[src/rtl/mips_mc_controller.sv]
// Multicycle MIPS control FSM.
// Sequences fetch / decode / execute / memory / writeback for a datapath with
// shared memory and a shared ALU. Moore outputs decode from the state. The
// exceptions are FETCH's memready-dependent strobes and the illegal pulse.
// alucontrol decodes combinationally from aluop and funct.
module mips_mc_controller #(
  parameter int ALUCTL_W     = 3,
  parameter int USE_MEMREADY = 1
) (
  input  logic                clk,
  input  logic                reset,      // asynchronous, active-low
  input  logic [5:0]          op,
  input  logic [5:0]          funct,
  input  logic                zero,
  input  logic                memready,
  output logic                pcen,
  output logic                iord,
  output logic                memwrite,
  output logic                irwrite,
  output logic                regdst,
  output logic                memtoreg,
  output logic                regwrite,
  output logic                alusrca,
  output logic [1:0]          alusrcb,
  output logic [1:0]          pcsrc,
  output logic [ALUCTL_W-1:0] alucontrol,
  output logic                illegal,
  output logic [3:0]          state
);

  typedef enum logic [3:0] {
    S_FETCH    = 4'd0,
    S_DECODE   = 4'd1,
    S_MEMADR   = 4'd2,
    S_MEMRD    = 4'd3,
    S_MEMWB    = 4'd4,
    S_MEMWR    = 4'd5,
    S_EXECUTE  = 4'd6,
    S_ALUWB    = 4'd7,
    S_BRANCH   = 4'd8,
    S_ADDIEXEC = 4'd9,
    S_ADDIWB   = 4'd10,
    S_JUMP     = 4'd11
  } state_t;

  localparam logic [5:0] OP_RTYPE = 6'b000000;
  localparam logic [5:0] OP_LW    = 6'b100011;
  localparam logic [5:0] OP_SW    = 6'b101011;
  localparam logic [5:0] OP_BEQ   = 6'b000100;
  localparam logic [5:0] OP_ADDI  = 6'b001000;
  localparam logic [5:0] OP_J     = 6'b000010;

  localparam logic [5:0] FN_ADD = 6'b100000;
  localparam logic [5:0] FN_SUB = 6'b100010;
  localparam logic [5:0] FN_AND = 6'b100100;
  localparam logic [5:0] FN_OR  = 6'b100101;
  localparam logic [5:0] FN_SLT = 6'b101010;

  localparam logic [ALUCTL_W-1:0] ALU_ADD = ALUCTL_W'(3'b010);
  localparam logic [ALUCTL_W-1:0] ALU_SUB = ALUCTL_W'(3'b110);
  localparam logic [ALUCTL_W-1:0] ALU_AND = ALUCTL_W'(3'b000);
  localparam logic [ALUCTL_W-1:0] ALU_OR  = ALUCTL_W'(3'b001);
  localparam logic [ALUCTL_W-1:0] ALU_SLT = ALUCTL_W'(3'b111);

  state_t      state_q, state_d;
  logic        mem_rdy;
  logic        pcwrite;
  logic        branch;
  logic        irwrite_raw;
  logic        regwrite_raw;
  logic        memwrite_raw;
  logic        illegal_raw;
  logic [1:0]  aluop;
  logic        funct_ok;

  // With USE_MEMREADY=0 the memory is assumed to always answer in one cycle.
  assign mem_rdy = (USE_MEMREADY != 0) ? memready : 1'b1;

  // Only the five implemented R-type functions may reach writeback.
  always_comb begin
    funct_ok = 1'b0;
    case (funct)
      FN_ADD, FN_SUB, FN_AND, FN_OR, FN_SLT: funct_ok = 1'b1;
      default:                               funct_ok = 1'b0;
    endcase
  end

  // State register; reset returns to FETCH without waiting for a clock edge.
  always_ff @(posedge clk or negedge reset) begin
    if (!reset) state_q <= S_FETCH;
    else        state_q <= state_d;
  end

  // Next-state logic and per-state datapath controls.
  always_comb begin
    state_d      = S_FETCH;
    pcwrite      = 1'b0;
    branch       = 1'b0;
    iord         = 1'b0;
    memwrite_raw = 1'b0;
    irwrite_raw  = 1'b0;
    regdst       = 1'b0;
    memtoreg     = 1'b0;
    regwrite_raw = 1'b0;
    alusrca      = 1'b0;
    alusrcb      = 2'b00;
    pcsrc        = 2'b00;
    aluop        = 2'b00;
    illegal_raw  = 1'b0;
    case (state_q)
      S_FETCH: begin
        alusrcb     = 2'b01;
        irwrite_raw = mem_rdy;
        pcwrite     = mem_rdy;
        state_d     = mem_rdy ? S_DECODE : S_FETCH;
      end
      S_DECODE: begin
        alusrcb = 2'b11;
        case (op)
          OP_LW, OP_SW: state_d = S_MEMADR;
          OP_RTYPE:     state_d = S_EXECUTE;
          OP_BEQ:       state_d = S_BRANCH;
          OP_ADDI:      state_d = S_ADDIEXEC;
          OP_J:         state_d = S_JUMP;
          default: begin
            // PC already advanced in FETCH, so the instruction is skipped.
            state_d     = S_FETCH;
            illegal_raw = 1'b1;
          end
        endcase
      end
      S_MEMADR: begin
        alusrca = 1'b1;
        alusrcb = 2'b10;
        state_d = (op == OP_SW) ? S_MEMWR : S_MEMRD;
      end
      S_MEMRD: begin
        iord    = 1'b1;
        state_d = mem_rdy ? S_MEMWB : S_MEMRD;
      end
      S_MEMWB: begin
        memtoreg     = 1'b1;
        regwrite_raw = 1'b1;
        state_d      = S_FETCH;
      end
      S_MEMWR: begin
        // The strobe is held for the whole stall, not just the final cycle.
        iord         = 1'b1;
        memwrite_raw = 1'b1;
        state_d      = mem_rdy ? S_FETCH : S_MEMWR;
      end
      S_EXECUTE: begin
        alusrca = 1'b1;
        alusrcb = 2'b00;
        aluop   = 2'b10;
        if (funct_ok) begin
          state_d = S_ALUWB;
        end else begin
          state_d     = S_FETCH;
          illegal_raw = 1'b1;
        end
      end
      S_ALUWB: begin
        regdst       = 1'b1;
        regwrite_raw = 1'b1;
        state_d      = S_FETCH;
      end
      S_BRANCH: begin
        alusrca = 1'b1;
        aluop   = 2'b01;
        pcsrc   = 2'b01;
        branch  = 1'b1;
        state_d = S_FETCH;
      end
      S_ADDIEXEC: begin
        alusrca = 1'b1;
        alusrcb = 2'b10;
        state_d = S_ADDIWB;
      end
      S_ADDIWB: begin
        regwrite_raw = 1'b1;
        state_d      = S_FETCH;
      end
      S_JUMP: begin
        pcsrc   = 2'b10;
        pcwrite = 1'b1;
        state_d = S_FETCH;
      end
      default: state_d = S_FETCH;  // encodings 12-15 recover to FETCH
    endcase
  end

  // ALU function decode; every unlisted combination falls back to add.
  always_comb begin
    alucontrol = ALU_ADD;
    case (aluop)
      2'b00: alucontrol = ALU_ADD;
      2'b01: alucontrol = ALU_SUB;
      2'b10: begin
        case (funct)
          FN_ADD:  alucontrol = ALU_ADD;
          FN_SUB:  alucontrol = ALU_SUB;
          FN_AND:  alucontrol = ALU_AND;
          FN_OR:   alucontrol = ALU_OR;
          FN_SLT:  alucontrol = ALU_SLT;
          default: alucontrol = ALU_ADD;
        endcase
      end
      default: alucontrol = ALU_ADD;
    endcase
  end

  // Architectural write enables are suppressed while reset is held low.
  always_comb begin
    pcen     = reset & (pcwrite | (branch & zero));
    irwrite  = reset & irwrite_raw;
    regwrite = reset & regwrite_raw;
    memwrite = reset & memwrite_raw;
    illegal  = reset & illegal_raw;
    state    = state_q;
  end

endmodule

[config.mk]
export PLATFORM = sky130hd
export DESIGN_NAME = mips_mc_controller
export DESIGN_NICKNAME = d
export VERILOG_FILES = /design/src/rtl/mips_mc_controller.sv
export SDC_FILE = /design/constraint.sdc
export NUM_CORES = 1
export LEC_CHECK = 0
export BUFFER_PORTS_ARGS = -buffer_cell sky130_fd_sc_hd__buf_2
export CORE_MARGIN = 2
export CORE_UTILIZATION = 44
export DETAILED_ROUTE_END_ITERATION = 16
export PLACE_DENSITY = 0.81
export SLEW_MARGIN = 30
export SYNTH_ARGS = -nofsm -noshare
export SYNTH_HDL_FRONTEND = slang
export SYNTH_SLANG_ARGS = --single-unit
export TNS_END_PERCENT = 30
[constraint.sdc]
create_clock -name clk -period 2.15 [get_ports clk]
set_clock_uncertainty 0.15 [all_clocks]
set_input_delay 0.1075 -clock clk [delete_from_list [all_inputs] [get_ports clk]]
set_output_delay 0.1075 -clock clk [all_outputs]
set_load 0.01 [all_outputs]
Word level (Yosys, flattened, before mapping)
Cells that the tools add are included.
{ "op_classes": {"eq_ne": 23, "bitwise": 7, "reduce_logical": 9, "muxes": 25} }
{ "ops": {"columns": ["op", "count"], "rows": [
  ["6-bit == test (second input constant)", 7],
  ["4-bit case mux with 7 select lines", 1],
  ["4-bit case mux with 5 select lines", 1],
  ["4-bit by 3-bit == test with 1-bit output (second input constant)", 4],
  ["4-bit == test (second input constant)", 4],
  ["1-bit 2-to-1 mux", 12],
  ["3-bit 2-to-1 mux", 4],
  ["3-bit case mux with 4 select lines", 1],
  ["4-bit by 2-bit == test with 1-bit output (second input constant)", 2],
  ["2-bit case mux with 2 select lines", 2],
  ["1-bit AND", 6],
  ["6-bit by 2-bit == test with 1-bit output (second input constant)", 1],
  ["6-bit by 3-bit == test with 1-bit output (second input constant)", 1],
  ["6-bit by 4-bit == test with 1-bit output (second input constant)", 1],
  ["6-bit logical NOT", 1],
  ["2-bit case mux with 3 select lines", 1],
  ["3-bit case mux with 2 select lines", 1],
  ["2-bit OR reduction", 3],
  ["6-bit OR reduction", 1],
  ["5-bit OR reduction", 1],
  ["4-bit by 1-bit == test with 1-bit output (second input constant)", 1],
  ["4-bit logical NOT", 1],
  ["1-bit case mux with 2 select lines", 2],
  ["4-bit OR reduction", 1],
  ["other kinds (4)", 4]
]} }
{ "word_totals": {"word_cells": 65, "input_bits": 16, "register_bits": 4, "out_inout_bits": 20} }

Depth between registers and ports, before layout
{ "logic_depth": {"ltp_word": 6, "depth_mapped": 6, "mapped_depth_nobuf": 6} }

Least setup slack after synthesis
OpenSTA, ideal clock, no wires.
{ "synth_path": {"kind": "register -> output", "start": "register state_q[1] (netlist: state[1])", "end": "output alucontrol[0]", "setup_slack_ns": 0.293, "arrival_time_ns": 1.599, "path_stages_with_launch": 6, "path_buffers": 1, "required_ns": 1.893, "path_cell_list": "dfrtp_1 buf_2 or3_1 ha_1 nand3_1 nor2_1"} }
{ "synth_between": {"elab_chain_len": 4, "word_cells_on_any_way": 6, "cone_classes": "eq/ne (4); mux (2)"} }
{ "synth_rtl": {"columns": ["element", "line_no", "source"], "rows": [
  ["start: declaration", "65", "state_t state_q, state_d;"],
  ["start signal: assignment", "91", "else state_q <= state_d;"],
  ["4-bit == test or 4-bit by 3-bit == test with 1-bit output (tied branches)", "110", "case (state_q)"],
  ["2-bit case mux with 2 select lines *", "110", null],
  ["2-bit == test or 2-bit by 1-bit == test with 1-bit output (tied branches)", "196", "case (aluop)"],
  ["3-bit case mux with 2 select lines *", "196", null],
  ["end: declaration", "26", "output logic [ALUCTL_W-1:0] alucontrol,"]
]} }
Every way passes the cells marked *; elsewhere a longest branch is shown, timed or not.

Final worst setup path
{ "layout_path": {"start": "register state_q[0] (netlist: state[0])", "end": "output alucontrol[0]"} }
The elaborated chain is that of the path after synthesis.

==> out/results.ini <==
[status]
status=finished clean

[timing]
slew_headroom_pct=79.6
tns_ns=0
fin_crit_sh_pct=95.9
timing.fmax_mhz=485
setup_viol=0
tightestPinTransition_ns=0.305
rsz0062_at_grt=false
fin_crit_ns=2.06
hold_viol_final=0
maxSlewViolCount=0

[logic_synthesis]
synth_top_family_by_area=simple AND/OR/NAND/NOR gates
yosysWarnings=0
ys_seq_area_share_pct=14.4
ys_types=40
synth_top_area_cell=dfrtp_1
synth_compound_area_share_pct=20.5
syn_inst=96
synth_xor_area_share_pct=3.78
yosysMostFrequentCell=nor2_1
synthMuxAreaShare_pct=2.88
netlist.area_leader.share_pct=14.4
syn_nets=115
yosys.area_share.adder_pct=5.41
synthTopCellsByCount=nor2_1, nand3_1, nor3_1
synthSimpleGateAreaFrac_pct=45.4
synth.avg_cell_area_um2=7.23
syn_area_um2=694
ys_ff_latch=4
synth-edff-count=0
synth_area_leaders=dfrtp_1, nor2_1, nand3_1
async_flop_share_pct=100
ys.flop_type=dfrtp_1

[floorplan]
die_h_um=43.7
rows=14
die_x_um=43.7
ios=36
start_util_pct=46.6
core_um2=1490
die_area_um2=1910

[global_routing]
grt_pass1_vias=742
grt_max_degree=17
grt_usage_pct=21.1
grt_pass1_wl_um=3100
grt_antenna_before_repair=0
grt_overflow=0

[layout]
fin_cells=150
syn2layout_area_growth_pct=31.7
drive_above_1_share_pct=37.3
num-fill-cells=140
fin_nets=155
antenna_cells=0
largest_register_ffs=4
design_area_um2=915
post-route-util_pct=61.4

[setup_path]
rrSetupSlack_ns=0.39
crit_type=flip-flop to primary output
critical_path_peak_fanout=8
cp-start-kind=flip-flop
crit_required_ns=1.89
critPathArrivalTime_ns=1.81
endpoint_kind=primary output

[place]
place_area_um2=882
portBuffers=35
gp_congestion=0.881
hpwl_um=1400
dp_cells=146

[clock_tree]
cts.repair.resized=0
cts_buffer_depth=2
post-cts-setup-buffers=0
clk_latency_ns=0.23
ctsHoldBuffers=1
tritoncts=done
clk_pin_slew_worst_paths_ns=0.04
cts.sinks=4
cts_inserted_buffers=3
clock-root-buffer=clkbuf_4
h-tree-depth=1

[detailed_routing]
wl_per_cell_um=11.8
vias_per_cell=5.62
vias=843
drt-pass1-iter-count=4
final_antenna_net_count=0
wl_um=1770
drc=0
drtIter0Drc=34

[hold_path]
hold_class=input pin to asynchronous set/reset pin

[power_and_ir_drop]
power.density_nw_per_um2=792
ir_worst_vdd_mv=0.320
leakagePower_uw=0.000426

[flow_run]
drv_cap=0

## power by group
group          internal, uW  total, uW  switching (uW)
registers              98.1        132            34.0
logic                   229        500             271
clock network          62.3       92.0            29.6
total                   390        724             334
## metrics by stage
stage / worst slack [ns] / hold WS, ns / total power (uW)
finish: 0.0875 / 0.0989 / 724
global route: 0.0220 / 0.106 / 792
CTS: 0.0842 / 0.0938 / 724
detailed placement: 0.343 / -0.188 / 626
global placement: 0.369 / -0.191 / 621
floorplan: 0.293 / -0.338 / 466
## worst paths after layout
kind / start / cells past startpoint / endpoint
max: state[0] / 6 / alucontrol[0]
min: reset / 2 / state[3]
max reg2reg: state[0] / 5 / state[0]
min reg2reg: state[2] / 2 / state[3]
max in group asynchronous: reset / 2 / state[0]
min in group clk: op[4] / 4 / state[3]
## cell families (layout without fill, tap and decap cells)
| kind of cell | count (synthesis) | after routing |
|---|---|---|
| compound gates | 19 | 19 |
| xor+xnor | 3 | 3 |
| fa+ha+maj | 3 | 3 |
| buf+inv | 9 | 47 |
| flops | 4 | 4 |
| mux | 2 | 2 |
| simple gates | 56 | 56 |
## layout by cell type (no fill, tap or decap), drive strengths merged, types with 2 or more instances in the layout
master,synthesis,final
a21oi,4,4
a31oi,3,3
buf,5,39
clkbuf,0,3
dfrtp,4,4
ha,3,3
inv,3,3
mux2i,2,2
nand2,4,4
nand2b,5,5
nand3,8,8
nor2,13,13
nor2b,4,4
nor3,7,7
nor4,2,2
o21ai,4,4
or3,4,4
xnor2,3,3
## routing by layer
metal	vias to the layer above	GRT usage, %	routed length (um)
li1	430	-	-
met1	371	27.2	791
met2	38	35.3	844
met3	4	1.25	108
met4	0	10.9	28
met5	-	0	0
## layout make-up
class	count	area [um2]	area share (%)
well taps	16	20.0	2.19
flip-flops and latches	4	100	10.9
inverters	4	15.0	1.64
multi-input cells	83	542	59.2
clock buffers	3	22.5	2.46
repair buffers	40	215	23.5
## worst max-delay path: stages (launching register included)
cell	delay, ns
dfrtp_1	0.44
nand2b_2	0.24
or2_4	0.29
ha_1	0.31
nand3_1	0.08
nor2_1	0.08
buf_2	0.13
Note: power is estimated with default switching activity, not from simulation.
